**src/rtl/link_pkg.sv**
```systemverilog
// Shared constants and state encoding for the inter-node serial link.
// Used by both the receiver and the master side of the link.
package link_pkg;

    localparam int DEFAULT_WORD_W      = 32;
    localparam int DEFAULT_SYNC_STAGES = 2;

    // Link-wide framing constants the master side relies on as well.
    localparam bit LINK_MSB_FIRST      = 1'b1;
    localparam int MIN_CLK_SCLK_RATIO  = 4;

    typedef enum logic [1:0] {
        IDLE    = 2'd0,
        SHIFT   = 2'd1,
        WAIT_CS = 2'd2
    } link_state_e;

endpackage

```
**src/rtl/spi_link_receiver_if.sv**
```systemverilog
// Bundle of link pins and receiver-queue handshake for one inbound port.
// The master modport is the driving side, the slave modport is the receiver.
interface spi_link_receiver_if #(
    parameter int WORD_W = link_pkg::DEFAULT_WORD_W
);

    logic              sclk_in;
    logic              cs_in;
    logic              sdi_in;
    logic              word_ack;
    logic              clear_err;
    logic [WORD_W-1:0] word_out;
    logic              word_valid;
    logic              overrun_err;
    logic              frame_err;
    logic              busy;

    modport master (
        output sclk_in, cs_in, sdi_in, word_ack, clear_err,
        input  word_out, word_valid, overrun_err, frame_err, busy
    );

    modport slave (
        input  sclk_in, cs_in, sdi_in, word_ack, clear_err,
        output word_out, word_valid, overrun_err, frame_err, busy
    );

endinterface

```
**src/rtl/sync_edge_detect.sv**
```systemverilog
// Multi-stage synchroniser with single-cycle rise/fall strobes.
// Strobes stay quiet until the pipeline holds real samples after reset.
module sync_edge_detect #(
    parameter int SYNC_STAGES = link_pkg::DEFAULT_SYNC_STAGES
) (
    input  logic clk,
    input  logic rst_n,
    input  logic din,
    output logic sync_out,
    output logic rise,
    output logic fall
);

    logic [SYNC_STAGES-1:0] sync_q, sync_d;
    logic                   dly_q, dly_d;
    logic [SYNC_STAGES:0]   fill_q, fill_d;

    always_comb begin
        sync_d = {sync_q[SYNC_STAGES-2:0], din};
        dly_d  = sync_q[SYNC_STAGES-1];
        fill_d = {fill_q[SYNC_STAGES-1:0], 1'b1};
    end

    // NOTE: sequential state uses non-blocking assignments so every flop
    // samples the pre-edge value of its neighbours, giving a true shift chain.
    always_ff @(posedge clk or negedge rst_n) begin
        if (!rst_n) begin
            sync_q <= '0;
            dly_q  <= 1'b0;
            fill_q <= '0;
        end else begin
            sync_q <= sync_d;
            dly_q  <= dly_d;
            fill_q <= fill_d;
        end
    end

    // A level already high at reset release must not look like an edge.
    assign sync_out = sync_q[SYNC_STAGES-1];
    assign rise     = fill_q[SYNC_STAGES] &  sync_q[SYNC_STAGES-1] & ~dly_q;
    assign fall     = fill_q[SYNC_STAGES] & ~sync_q[SYNC_STAGES-1] &  dly_q;

endmodule

```
**src/rtl/spi_link_receiver.sv**
```systemverilog
// Receive end of the inter-node serial link: oversampled SPI slave that
// deserialises MSB-first words into a holding register for the receiver queue.
module spi_link_receiver
    import link_pkg::*;
#(
    parameter int WORD_W      = DEFAULT_WORD_W,
    parameter int SYNC_STAGES = DEFAULT_SYNC_STAGES
) (
    input  logic               clk,
    input  logic               rst_n,
    spi_link_receiver_if.slave link
);

    localparam int CNT_W = $clog2(WORD_W) + 1;
    localparam logic [CNT_W-1:0] CNT_FULL = CNT_W'(WORD_W);
    localparam logic [CNT_W-1:0] CNT_LAST = CNT_W'(WORD_W - 1);

    localparam logic [1:0] ST_IDLE    = IDLE;
    localparam logic [1:0] ST_SHIFT   = SHIFT;
    localparam logic [1:0] ST_WAIT_CS = WAIT_CS;

    logic sclk_rise, sclk_sync_unused, sclk_fall_unused;
    logic cs_sync, cs_rise, cs_fall;
    logic sdi_sync, sdi_rise_unused, sdi_fall_unused;

    sync_edge_detect #(.SYNC_STAGES(SYNC_STAGES)) u_sclk_sync (
        .clk(clk), .rst_n(rst_n), .din(link.sclk_in),
        .sync_out(sclk_sync_unused), .rise(sclk_rise), .fall(sclk_fall_unused)
    );

    sync_edge_detect #(.SYNC_STAGES(SYNC_STAGES)) u_cs_sync (
        .clk(clk), .rst_n(rst_n), .din(link.cs_in),
        .sync_out(cs_sync), .rise(cs_rise), .fall(cs_fall)
    );

    sync_edge_detect #(.SYNC_STAGES(SYNC_STAGES)) u_sdi_sync (
        .clk(clk), .rst_n(rst_n), .din(link.sdi_in),
        .sync_out(sdi_sync), .rise(sdi_rise_unused), .fall(sdi_fall_unused)
    );

    logic [1:0]        state_q, state_d;
    logic [CNT_W-1:0]  bit_cnt_q, bit_cnt_d;
    logic [WORD_W-1:0] shift_q, shift_d;
    logic [WORD_W-1:0] word_q, word_d;
    logic              valid_q, valid_d;
    logic              overrun_q, overrun_d;
    logic              frame_q, frame_d;
    logic              xfer, overrun_set, frame_set, last_edge;

    // NOTE: every signal gets a default at the top of the block so no path
    // leaves it unassigned, which would otherwise infer a latch.
    always_comb begin
        state_d     = state_q;
        bit_cnt_d   = bit_cnt_q;
        shift_d     = shift_q;
        xfer        = 1'b0;
        frame_set   = 1'b0;
        last_edge   = 1'b0;

        case (state_q)
            ST_IDLE: begin
                bit_cnt_d = '0;
                if (cs_rise) state_d = ST_SHIFT;
            end
            ST_SHIFT: begin
                if (bit_cnt_q == CNT_FULL) begin
                    xfer    = 1'b1;
                    state_d = ST_WAIT_CS;
                end else begin
                    last_edge = sclk_rise && (bit_cnt_q == CNT_LAST);
                    if (sclk_rise) begin
                        shift_d   = {shift_q[WORD_W-2:0], sdi_sync};
                        bit_cnt_d = bit_cnt_q + CNT_W'(1);
                    end
                    // Select dropping on the final edge still completes the word.
                    if (cs_fall && !last_edge) begin
                        frame_set = 1'b1;
                        bit_cnt_d = '0;
                        state_d   = ST_IDLE;
                    end
                end
            end
            ST_WAIT_CS: begin
                // Level test also covers a select that fell on the final edge.
                if (!cs_sync) state_d = ST_IDLE;
            end
            default: state_d = ST_IDLE;
        endcase
    end

    always_comb begin
        word_d      = word_q;
        valid_d     = valid_q;
        overrun_set = 1'b0;

        if (xfer) begin
            if (!valid_q || link.word_ack) begin
                word_d  = shift_q;
                valid_d = 1'b1;
            end else begin
                overrun_set = 1'b1;
            end
        end else if (link.word_ack) begin
            valid_d = 1'b0;
        end

        overrun_d = overrun_set | (overrun_q & ~link.clear_err);
        frame_d   = frame_set   | (frame_q   & ~link.clear_err);
    end

    always_ff @(posedge clk or negedge rst_n) begin
        if (!rst_n) begin
            state_q   <= ST_IDLE;
            bit_cnt_q <= '0;
            shift_q   <= '0;
            word_q    <= '0;
            valid_q   <= 1'b0;
            overrun_q <= 1'b0;
            frame_q   <= 1'b0;
        end else begin
            state_q   <= state_d;
            bit_cnt_q <= bit_cnt_d;
            shift_q   <= shift_d;
            word_q    <= word_d;
            valid_q   <= valid_d;
            overrun_q <= overrun_d;
            frame_q   <= frame_d;
        end
    end

    assign link.word_out    = word_q;
    assign link.word_valid  = valid_q;
    assign link.overrun_err = overrun_q;
    assign link.frame_err   = frame_q;
    assign link.busy        = (state_q == ST_SHIFT) || (state_q == ST_WAIT_CS);

endmodule

```
**src/flat_wrapper.sv**
```systemverilog
// flat-port wrapper written by rule: the top's interface ports become plain ports
module spi_link_receiver_flat import link_pkg::*;
#(
    parameter int WORD_W      = DEFAULT_WORD_W,
    parameter int SYNC_STAGES = DEFAULT_SYNC_STAGES
)
  (clk, rst_n, link_sclk_in, link_cs_in, link_sdi_in, link_word_ack, link_clear_err, link_word_out, link_word_valid, link_overrun_err, link_frame_err, link_busy);
  spi_link_receiver_if #(.WORD_W(WORD_W)) link_i ();
  input  logic clk;
  input  logic rst_n;
  input wire logic [$bits(link_i.sclk_in)-1:0] link_sclk_in;
  input wire logic [$bits(link_i.cs_in)-1:0] link_cs_in;
  input wire logic [$bits(link_i.sdi_in)-1:0] link_sdi_in;
  input wire logic [$bits(link_i.word_ack)-1:0] link_word_ack;
  input wire logic [$bits(link_i.clear_err)-1:0] link_clear_err;
  output wire logic [$bits(link_i.word_out)-1:0] link_word_out;
  output wire logic [$bits(link_i.word_valid)-1:0] link_word_valid;
  output wire logic [$bits(link_i.overrun_err)-1:0] link_overrun_err;
  output wire logic [$bits(link_i.frame_err)-1:0] link_frame_err;
  output wire logic [$bits(link_i.busy)-1:0] link_busy;
  assign link_i.sclk_in = link_sclk_in;
  assign link_i.cs_in = link_cs_in;
  assign link_i.sdi_in = link_sdi_in;
  assign link_i.word_ack = link_word_ack;
  assign link_i.clear_err = link_clear_err;
  assign link_word_out = link_i.word_out;
  assign link_word_valid = link_i.word_valid;
  assign link_overrun_err = link_i.overrun_err;
  assign link_frame_err = link_i.frame_err;
  assign link_busy = link_i.busy;
  spi_link_receiver #(.WORD_W(WORD_W), .SYNC_STAGES(SYNC_STAGES)) u_core (.clk(clk), .rst_n(rst_n), .link(link_i));
endmodule
```
**config.mk**
```make
export PLATFORM = sky130hd
export DESIGN_NAME = spi_link_receiver_flat
export DESIGN_NICKNAME = d
export VERILOG_FILES = /design/src/rtl/link_pkg.sv /design/src/rtl/spi_link_receiver_if.sv /design/src/rtl/sync_edge_detect.sv /design/src/rtl/spi_link_receiver.sv /design/src/flat_wrapper.sv
export SDC_FILE = /design/constraint.sdc
export NUM_CORES = 1
export LEC_CHECK = 0
export ABC_AREA = 1
export CAP_MARGIN = 5
export CELL_PAD_IN_SITES_DETAIL_PLACEMENT = 0
export CELL_PAD_IN_SITES_GLOBAL_PLACEMENT = 1
export CORE_MARGIN = 5
export CORE_UTILIZATION = 39
export CTS_CLUSTER_DIAMETER = 120
export DETAILED_ROUTE_END_ITERATION = 12
export GPL_TIMING_DRIVEN = 0
export MAX_ROUTING_LAYER = met4
export PLACE_DENSITY_LB_ADDON = 0.1
export SLEW_MARGIN = 20
export SYNTH_ARGS = -nofsm -noshare
export SYNTH_HDL_FRONTEND = slang
export SYNTH_SLANG_ARGS = --single-unit
```
**constraint.sdc**
```tcl
create_clock -name clk -period 1.3 [get_ports clk]
set_input_delay 0.13 -clock clk [delete_from_list [all_inputs] [get_ports clk]]
set_output_delay 0.13 -clock clk [all_outputs]
set_load 0.02 [all_outputs]
```
==> results of run 1 <==
[cells in the final DEF (no fill, tap or decap), types with 3 or more instances in the layout]
cell type,instances
nand3_2,3
ha_4,3
dfrtp_1,85
clkdlybuf4s50_1,5
clkinvlp_4,3
buf_4,15
nand4_1,6
o21ai_2,55
inv_1,42
o21ai_1,8
nor2_4,3
nand2_1,57
nand2_2,30
xor2_1,3
clkbuf_8,10
inv_2,4
buf_6,9
buf_8,9
nand3_1,5
dlygate4sd2_1,35
nand2_4,9
nand2_8,3
[timing repair]
item / CTS / global route
gates resized for setup: 89 / 43
gates cloned: 5 / 0
pin swaps: 4 / 4
hold buffers: 1 / 0
buffers inserted: 13 / 4
endpoints found under the setup margin: 109 / 74
hold endpoints to repair: 42 / 0
[cell families (layout without fill, tap and decap cells)]
logic type                 count (synthesis)  after routing  share of synthesized area
xor gates and xnor gates                   3              3                   0.007235
and+or+nand+nor                          120            121                     0.1488
other                                      1              1                   0.001032
DFF                                       86             86                     0.5925
buffers and inverters                     60            141                    0.08750
adders and majority gates                  5              5                    0.01722
AOI/OAI and AO/OA                         69             69                     0.1457
[power by group through the flow]
stage                     Clock (mW)  Combinational (mW)  Sequential, mW
after detailed placement           0               0.864            2.93
after global placement             0               0.844            2.93
final                           1.77                1.36            2.88
after CTS                       1.82                1.23            2.87
after global routing            1.93                1.50            2.89
after floorplan                    0               0.596            2.92
[layer usage]
layer	global-route usage	wire length (microns)
met5	-	0
met4	0.05479	112
met3	0.02611	204
met2	0.2167	3406
met1	0.2028	3630
[how the worst max path moves through the flow]
stage / from / endpoint / slack [ps] / depth (start not counted)
3_5_place_dp: u_core.bit_cnt_q[0] / u_core.bit_cnt_q[3] / -280 / 7
4_1_cts: u_core.state_q[1] / u_core.link.word_out[12] / -180 / 9
6_report: u_core.state_q[1] / u_core.shift_q[6] / -200 / 8
2_1_floorplan: u_core.state_q[1] / u_core.shift_q[23] / -30 / 8
5_1_grt: u_core.state_q[1] / u_core.shift_q[5] / -260 / 8
3_3_place_gp: rst_n / u_core.link.word_out[27] / -3170 / 1
[critical path, cell delays in order, from the launching register on]
cell and delay (ps):
dfrtp_1 410, inv_2 90, ha_4 160, inv_4 50
a31oi_4 240, buf_6 180, nand2_8 70, buf_8 140
o21ai_2 100
[stage by stage]
stage / setup TNS, ps / worst slack (ps) / power, mW
after floorplan: -645.2 / -28.12 / 3.515
after global placement: -283290 / -3170 / 3.772
after detailed placement: -12550 / -279.5 / 3.793
after CTS: -11330 / -178.8 / 5.912
after global routing: -16860 / -264.6 / 6.320
final: -12460 / -203.6 / 6.008
[synth_stat cells, drive strengths merged]
cell type,n,area (sq um)
o21ai,63,473.0
nor3b,1,7.510
inv,48,182.7
conb,1,3.750
nand4,7,58.81
xor2,3,26.28
buf,12,135.1
a31oi,2,27.53
a21oi,3,22.52
dfrtp,86,2152
o22ai,1,6.260
nor2,6,40.04
nand2,98,394.1
nand3,8,40.04
ha,5,62.56
[flip-flops by register name, summed over array words and instances, names as in the netlist]
register / count
u_core.link.word_out: 32
u_core.shift_q: 32
u_core.bit_cnt_q: 6
u_core.state_q: 2
u_core.u_cs_sync.sync_q: 2
u_core.u_sclk_sync.fill_q: 2
u_core.u_sclk_sync.sync_q: 2
u_core.u_sdi_sync.sync_q: 2
u_core.link.frame_err: 1
u_core.link.overrun_err: 1
u_core.link.word_valid: 1
u_core.u_cs_sync.dly_q: 1
u_core.u_cs_sync.fill_q: 1
u_core.u_sclk_sync.dly_q: 1
[cell type report]
type / instances / area (sq um)
buffer: 12 / 165.2
clock buffer: 10 / 137.6
clock inverter: 6 / 45.04
fill: 851 / 4243
inverter: 48 / 185.2
multi-input combinational: 199 / 1459
sequential: 86 / 2153
tap: 111 / 138.9
timing repair buffer: 65 / 625.6
==> results.toml, run 1 <==
[timing]
worst_hold_slack_ps = 211.1
slew_headroom = 0.6175
fin_worst_skew_ps = 7.841
hold_viol_final = 0
period_share = 1.157
grt_setup_unrepaired = "true"
period_needed_ps = 1504
slew_violations = 0
timing.final.ws_setup_ps = -203.6
clock.fmax_mhz = 665.1
setup_violations = 74
worst_slew_pin_slew_ps = 573.8

[detailed_routing]
drc = 0
viasPerCell = 4.622
antenna_left = 0
wl_per_cell_microns = 13.69
wl_microns = 7354
drt_pre_antenna_iters = 4
drt_first_iter_violations = 78
vias = 2482

[clock_network]
htreeDepth = 3
root_buffer = "clkbuf_8"
cts_tree = "built"
clock_path_buffers = 2
cts-buffers-inserted = 9
path_clk_slew_ps = 90
cts.sinks = 86
clk_latency_ps = 350

[die]
num_rows = 35
die_h_microns = 106.5
die_area_sq_um = 11340
die_x_microns = 106.5
io_pins = 43
core_area_sq_um = 9153
start_util = 0.3969

[critical_path]
worstPathMaxFanout = 6
reg2regPathDepth = 8
reg2reg_slack_ps = -200
cp-start-kind = "flip-flop"
cp.required_ps = 1590
endpoint_kind = "flip-flop"
crit_arrival_ps = 1790
crit_type = "flip-flop to flip-flop"
r2r_start = "u_core.state_q[1]"
r2r-end = "u_core.shift_q[6]"

[placed_design]
dp_cells = 498
port-buffer-count = 42
place_hpwl_microns = 4582
postPlaceCellArea_sq_um = 4259
place.gp.congestion = 0.7466

[synth]
syn-cell-area_sq_um = 3632
synth_cells = 344
avgSynthCellArea_sq_um = 10.56
ys_ff_latch = 86
synth_nets = 356
yosysUniqueCellTypes = 26
ys_seq_area_frac = 0.5925
synth_warnings = 0

[finish]
area_growth_syn_to_layout_pct = 35.17
n_antenna_cell = 0
final_cells = 537
fin_area_sq_um = 4910
final_layout_size_suffix_gt1_frac = 0.4061
final_nets = 433
utilization = 0.5364

[power_and_ir_drop]
p_int_mw = 4.151
seqPwrFrac = 0.479
switchingPower_mw = 1.858
p_leak_nw = 2.346
peakVddDrop_mv = 0.6027
switching_share = 0.3092
pwr_density_cell_nw_per_um2 = 1224
p_comb_frac = 0.227
clockPowerShare = 0.294

[global_routing]
antenna_found_initial = 0
gr-total-overflow = 0
grt_pass1_wl_microns = 12860
grt_max_degree = 45
grt_usage = 0.1465
grt_pass1_vias = 2559

[outcome]
violations = "setup timing"
status = "finished with violations"

[worst_hold_path]
worstHoldPathType = "primary input to flip-flop"
whs_endpoint = "u_core.u_cs_sync.sync_q[0]"
hold_depth = 1
min_from = "link_cs_in"

[run]
cap_viol_max_count = 0
(Power assumes the default switching activity.)
==> inputs of run 2 (changes only) <==
--- a/config.mk
+++ b/config.mk
@@ -15,7 +15,7 @@
 export DETAILED_ROUTE_END_ITERATION = 12
 export GPL_TIMING_DRIVEN = 0
 export MAX_ROUTING_LAYER = met4
-export PLACE_DENSITY_LB_ADDON = 0.1
+export PLACE_DENSITY = 0.86
 export SLEW_MARGIN = 20
 export SYNTH_ARGS = -nofsm -noshare
 export SYNTH_HDL_FRONTEND = slang
==> run 2 against run 1 <==
The flow still finishes with violations (setup timing). Total power up 3.2%. Sequential share of layout area down 4.1 points. Hold slack worse by 4.5 ps. First-iteration DRC count up 22%. Non-clock buffer count up 22. Critical path depth unchanged. Setup slack worse by 15 ps. Highest routed layer unchanged.
==> results.toml, run 2 (synthesized netlist as in run 1, its figures left out) <==
[timing]
fin_setup_tns_ps = -12870
clock.fmax_mhz = 658.7
grt_setup_unrepaired = "true"
slew_violations = 0
timing.final.ws_setup_ps = -218.1
fin_worst_skew_ps = 9.992
worst_hold_slack_ps = 206.6
setup_violations = 74
hold_viol_final = 0
slew_headroom = 0.6519
worst_slew_pin_slew_ps = 520.9
period_needed_ps = 1518
period_share = 1.168

[global_routing]
gr-total-overflow = 0
grt_pass1_wl_microns = 14000
grt_max_degree = 56
grt_pass1_vias = 2845
antenna_found_initial = 0
grt_usage = 0.1593

[outcome]
violations = "setup timing"
status = "finished with violations"

[power_and_ir_drop]
seqPwrFrac = 0.464
p_int_mw = 4.295
p_leak_nw = 2.542
peakVddDrop_mv = 0.8149
p_comb_frac = 0.231
switching_share = 0.3075
switchingPower_mw = 1.907
total_power_mw = 6.202
clockPowerShare = 0.305
pwr_density_cell_nw_per_um2 = 1144

[placed_design]
port-buffer-count = 42
place.gp.congestion = 0.8070
postPlaceCellArea_sq_um = 4259
place_hpwl_microns = 4646

[clock_network]
path_clk_slew_ps = 90
htreeDepth = 3
cts.sinks = 86
cts_tree = "built"
root_buffer = "clkbuf_8"
clk_latency_ps = 360
cts-buffers-inserted = 9
clock_path_buffers = 2

[detailed_routing]
drc = 0
viasPerCell = 4.859
wl_microns = 8743
wl_per_cell_microns = 15.61
vias = 2721
antenna_left = 0
drt_first_iter_violations = 95
drt_pre_antenna_iters = 4

[die]
start_util = 0.3969
io_pins = 43
core_area_sq_um = 9153
die_area_sq_um = 11340
die_h_microns = 106.5
num_rows = 35
die_x_microns = 106.5

[critical_path]
cp-start-kind = "flip-flop"
crit_type = "flip-flop to flip-flop"
worstPathMaxFanout = 6
crit_arrival_ps = 1770
cp.required_ps = 1550
endpoint_kind = "flip-flop"

[finish]
layout_commonest_cell = "dfrtp_1"
fin_area_sq_um = 5423
area_growth_syn_to_layout_pct = 49.29
final_cell_mix = "81 x dfrtp_1, 48 x o21ai_2, 42 x inv_1"
n_antenna_cell = 0
final_nets = 456
final_layout_size_suffix_gt1_frac = 0.4766

[worst_hold_path]
worstHoldPathType = "primary input to flip-flop"

[run]
cap_viol_max_count = 0
-- run 2: repair_timing --
action                                  in CTS  in global routing
cloned                                       8                  2
setup buffers                               24                 13
gates resized for setup                    135                 56
endpoints found under the hold margin       31                  0
pin swaps                                    7                 19
endpoints found under the setup margin     109                 76
hold buffers                                 1                  0
-- run 2: metrics by stage --
stage / instances / worst slack (ps) / util
floorplan: 344 / -28.12 / -
detailed placement: 498 / -224.1 / 0.4653
global placement: 497 / -2920 / 0.4626
finish: 560 / -218.1 / 0.5925
CTS: 547 / -197.5 / 0.5538
global route: 560 / -285.8 / 0.5925
-- run 2: worst max-delay path, stage by stage, from the launching register on --
cell and delay, ps:
dfrtp_2 490, nor2_4 170, nand4_4 140, inv_4 120, nand2_8 60, buf_12 170
buf_8 140, nand2_2 60, o21ai_2 60
-- run 2: cell type report --
type	count	area, sq um
plain buffers	12	185.2
flip-flops and latches	86	2158
repair buffers	87	904.6
clock inverters	7	72.57
fillers	718	3730
inverters	48	192.7
multi-input cells	200	1647
clock buffers	9	123.9
well taps	111	138.9
-- run 2: layer usage --
metal | track usage | part of all wire
met5 | - | 0
met4 | 0.05114 | 0.016
met3 | 0.04189 | 0.033
met2 | 0.2507 | 0.52
met1 | 0.2024 | 0.43
-- run 2: final timing paths --
path | startpoint | end | slack [ps] | depth (start not counted)
max | u_core.bit_cnt_q[3] | u_core.link.word_out[29] | -220 | 8
min | link_sdi_in | u_core.u_sdi_sync.sync_q[0] | 210 | 1
max reg2reg | u_core.bit_cnt_q[3] | u_core.link.word_out[29] | -220 | 8
min reg2reg | u_core.u_sdi_sync.sync_q[0] | u_core.u_sdi_sync.sync_q[1] | 350 | 0
max in group asynchronous | rst_n | u_core.link.word_out[11] | 420 | 3
min in group asynchronous | rst_n | u_core.link.word_out[18] | 250 | 2
-- run 2: power groups by stage --
stage | clock [mW] | sequential, mW | combinational (mW)
after global routing | 2.05 | 2.89 | 1.55
after CTS | 1.93 | 2.87 | 1.12
after floorplan | 0 | 2.92 | 0.596
final | 1.89 | 2.88 | 1.43
after global placement | 0 | 2.93 | 0.819
after detailed placement | 0 | 2.93 | 0.844
==> inputs of run 3 (changes only) <==
--- a/config.mk
+++ b/config.mk
@@ -5,17 +5,17 @@
 export SDC_FILE = /design/constraint.sdc
 export NUM_CORES = 1
 export LEC_CHECK = 0
-export ABC_AREA = 1
 export CAP_MARGIN = 5
 export CELL_PAD_IN_SITES_DETAIL_PLACEMENT = 0
 export CELL_PAD_IN_SITES_GLOBAL_PLACEMENT = 1
 export CORE_MARGIN = 5
-export CORE_UTILIZATION = 39
+export CORE_UTILIZATION = 40
 export CTS_CLUSTER_DIAMETER = 120
 export DETAILED_ROUTE_END_ITERATION = 12
 export GPL_TIMING_DRIVEN = 0
 export MAX_ROUTING_LAYER = met4
-export PLACE_DENSITY = 0.86
+export PLACE_DENSITY = 0.83
+export SKIP_LAST_GASP = 1
 export SLEW_MARGIN = 20
 export SYNTH_ARGS = -nofsm -noshare
 export SYNTH_HDL_FRONTEND = slang
==> run 3 against run 2 <==
The flow still finishes with violations (setup timing). Cell area is 12% lower. Cell count is 28% lower. Via count is 27% lower. Count of clock-buffer cells in the layout is 3 higher. Core utilization is 4.2 points lower. Largest power group unchanged. Highest routed layer unchanged.
==> results.toml, run 3 <==
[placed_design]
place.gp.congestion = 0.7562
pre_cts_ws_ps = -686.7
port-buffer-count = 42
postPlaceCellArea_sq_um = 4230
place_hpwl_microns = 3850

[global_routing]
grt_usage = 0.1201
gr-total-overflow = 0
grt_max_degree = 50
grt_pass1_wl_microns = 10300
grt_pass1_vias = 2103
antenna_found_initial = 0

[detailed_routing]
vias = 1988
antenna_left = 0
drc = 0
drt_first_iter_violations = 51
wl_per_cell_microns = 15.19
wl_microns = 6150
drt_pre_antenna_iters = 4
viasPerCell = 4.909

[synth]
synthTopCellsByArea = "dfrtp_1 61%, mux2_4 13%, mux2_2 11%"
synth_top_area_frac = 0.6141
ys_seq_area_frac = 0.6141
synth_warnings = 0
synth_edf_count = 0
synth_nets = 227
synthArstFlopShare = 1.000
synth.most_common_cell = "dfrtp_1"
synthTopCellsByCount = "86 x dfrtp_1, 34 x mux2_2, 30 x mux2_4"
yosysUniqueCellTypes = 35
yosysTopAreaCell = "dfrtp_1"
ys_ff_latch = 86
synth_cells = 215
syn-cell-area_sq_um = 3505
synth-main-ff-cell = "dfrtp_1"
avgSynthCellArea_sq_um = 16.30

[clock_network]
root_buffer = "clkbuf_8"
cts.sinks = 86
cts-buffers-inserted = 9
htreeDepth = 3
path_clk_slew_ps = 70
clk_latency_ps = 340
clock_path_buffers = 2
cts_tree = "built"

[timing]
worst_slew_pin_slew_ps = 548.6
hold_viol_final = 0
worst_hold_slack_ps = 228.5
clock.fmax_mhz = 557.6
fin_worst_skew_ps = 6.567
slew_violations = 0
setup_violations = 74
period_share = 1.380
timing.final.ws_setup_ps = -493.6
grt_setup_unrepaired = "true"
period_needed_ps = 1794
slew_headroom = 0.6318
fin_setup_tns_ps = -31620

[critical_path]
cp_cell_sequence = "nor4b_4, nand3_2, nor2b_2, buf_6, buf_12, mux2_4"
path_buf_inv = 2
cpMaxStageDelayCell = "dfrtp_2"
reg2regPathDepth = 6
path_delay_family = "simple AND/OR/NAND/NOR gates"
crit_arrival_ps = 2010
cp.required_ps = 1520
cpPeakStageDelay_ps = 430
cp-start-kind = "flip-flop"
worst-path-stages = 6
endpoint_kind = "flip-flop"
crit_type = "flip-flop to flip-flop"
worstPathMaxFanout = 10

[finish]
final_nets = 304
fin_area_sq_um = 4752
fillCellCount = 695
utilization = 0.5503
n_antenna_cell = 0
final_layout_size_suffix_gt1_frac = 0.4512
multi_input_area_sq_um = 1449
area_growth_syn_to_layout_pct = 35.59
final_cell_mix = "83 x dfrtp_1, 63 x mux2_4, 35 x dlygate4sd2_1"
layout_commonest_cell = "dfrtp_1"
seqCellArea_sq_um = 2156

[die]
num_rows = 34
die_h_microns = 103.6
io_pins = 43
core_area_sq_um = 8636
die_area_sq_um = 10730
start_util = 0.4058
die_x_microns = 103.6

[power_and_ir_drop]
pwr_density_cell_nw_per_um2 = 1229
p_leak_nw = 2.373
p_comb_frac = 0.182
p_int_mw = 4.388
clockPowerShare = 0.317
switchingPower_mw = 1.451
seqPwrFrac = 0.500
peakVddDrop_mv = 0.6326
switching_share = 0.2486

[outcome]
violations = "setup timing"
status = "finished with violations"

[worst_hold_path]
hold_depth = 1
worstHoldPathType = "primary input to flip-flop"

[run]
cap_viol_max_count = 0
## run 3: cell count changes after synthesis, sizes merged, moves of 5 or more
cell	change
nand4	-6
nor2	-6
buf	-5
nand2	-95
inv	-40
mux2	+65
o21ai	-58
## run 3: final cells by class
| class | count | area share |
|---|---|---|
| plain buffers | 7 | 0.02554 |
| clock buffers | 12 | 0.03265 |
| clock inverters | 4 | 0.009479 |
| inverters | 8 | 0.007372 |
| multi-input cells | 114 | 0.3049 |
| flip-flops and latches | 86 | 0.4537 |
| well taps | 108 | 0.02844 |
| repair buffers | 66 | 0.1380 |
## run 3: cells by family (layout without fill, tap and decap cells)
logic type | count (synthesis) | in the layout | synth area share
adders and majority gates | 5 | 5 | 0.01785
and+or+nand+nor | 23 | 23 | 0.04712
muxes | 66 | 66 | 0.2438
DFF | 86 | 86 | 0.6141
AOI/OAI and AO/OA | 19 | 19 | 0.04070
buffers and inverters | 15 | 97 | 0.03534
other | 1 | 1 | 0.001070
## run 3: power groups by stage
| stage | Clock, mW | Combinational (mW) | Sequential [mW] |
|---|---|---|---|
| final | 1.85 | 1.06 | 2.92 |
| after global routing | 2.03 | 1.14 | 2.95 |
| after CTS | 1.93 | 0.958 | 2.91 |
| after detailed placement | 0 | 0.730 | 2.96 |
| after global placement | 0 | 0.704 | 2.96 |
| after floorplan | 0 | 0.527 | 2.94 |
## run 3: worst reg2reg max path: cells and delay by family, from the launching register on
| family | cells | cell delay [ps] |
|---|---|---|
| buffers and inverters | 2 | 310 |
| and+or+nand+nor | 3 | 650 |
| DFF | 1 | 430 |
| muxes | 1 | 300 |
## run 3: routing by layer
layer | global-route usage | vias to the layer above | share of wire | routed length, microns
met4 | 0.05904 | 0 | 0.013 | 78
met2 | 0.1730 | 30 | 0.47 | 2899
met1 | 0.1617 | 1033 | 0.48 | 2975
met3 | 0.02425 | 6 | 0.032 | 196
met5 | - | - | 0 | 0
li1 | - | 919 | - | -
## run 3: path summary, 6_finish.rpt
path                                                end                         start  slack (ps)
setup / recovery                u_core.link.word_out[5]           u_core.bit_cnt_q[2]        -490
hold / removal             u_core.u_sclk_sync.sync_q[0]                  link_sclk_in         230
setup reg to reg                u_core.link.word_out[5]           u_core.bit_cnt_q[2]        -490
hold reg to reg              u_core.u_cs_sync.fill_q[2]  u_core.u_sclk_sync.fill_q[1]         350
max in group asynchronous       u_core.link.word_out[4]                         rst_n         410
min in group asynchronous    u_core.u_cs_sync.sync_q[0]                         rst_n         300
## run 3: repair_timing
action                                  in CTS  in global routing
gates resized for setup                     69                 13
pin swaps                                    7                  8
hold buffers                                 1                  0
setup buffers                               14                  6
endpoints found under the hold margin       37                  0
endpoints found under the setup margin     110                 75
cloned                                       3                  0
## run 3: through the flow
stage / power [mW] / std cells
after global routing: 6.122 / 405
after CTS: 5.799 / 399
after global placement: 3.662 / 365
after floorplan: 3.464 / 215
final: 5.839 / 405
after detailed placement: 3.690 / 366
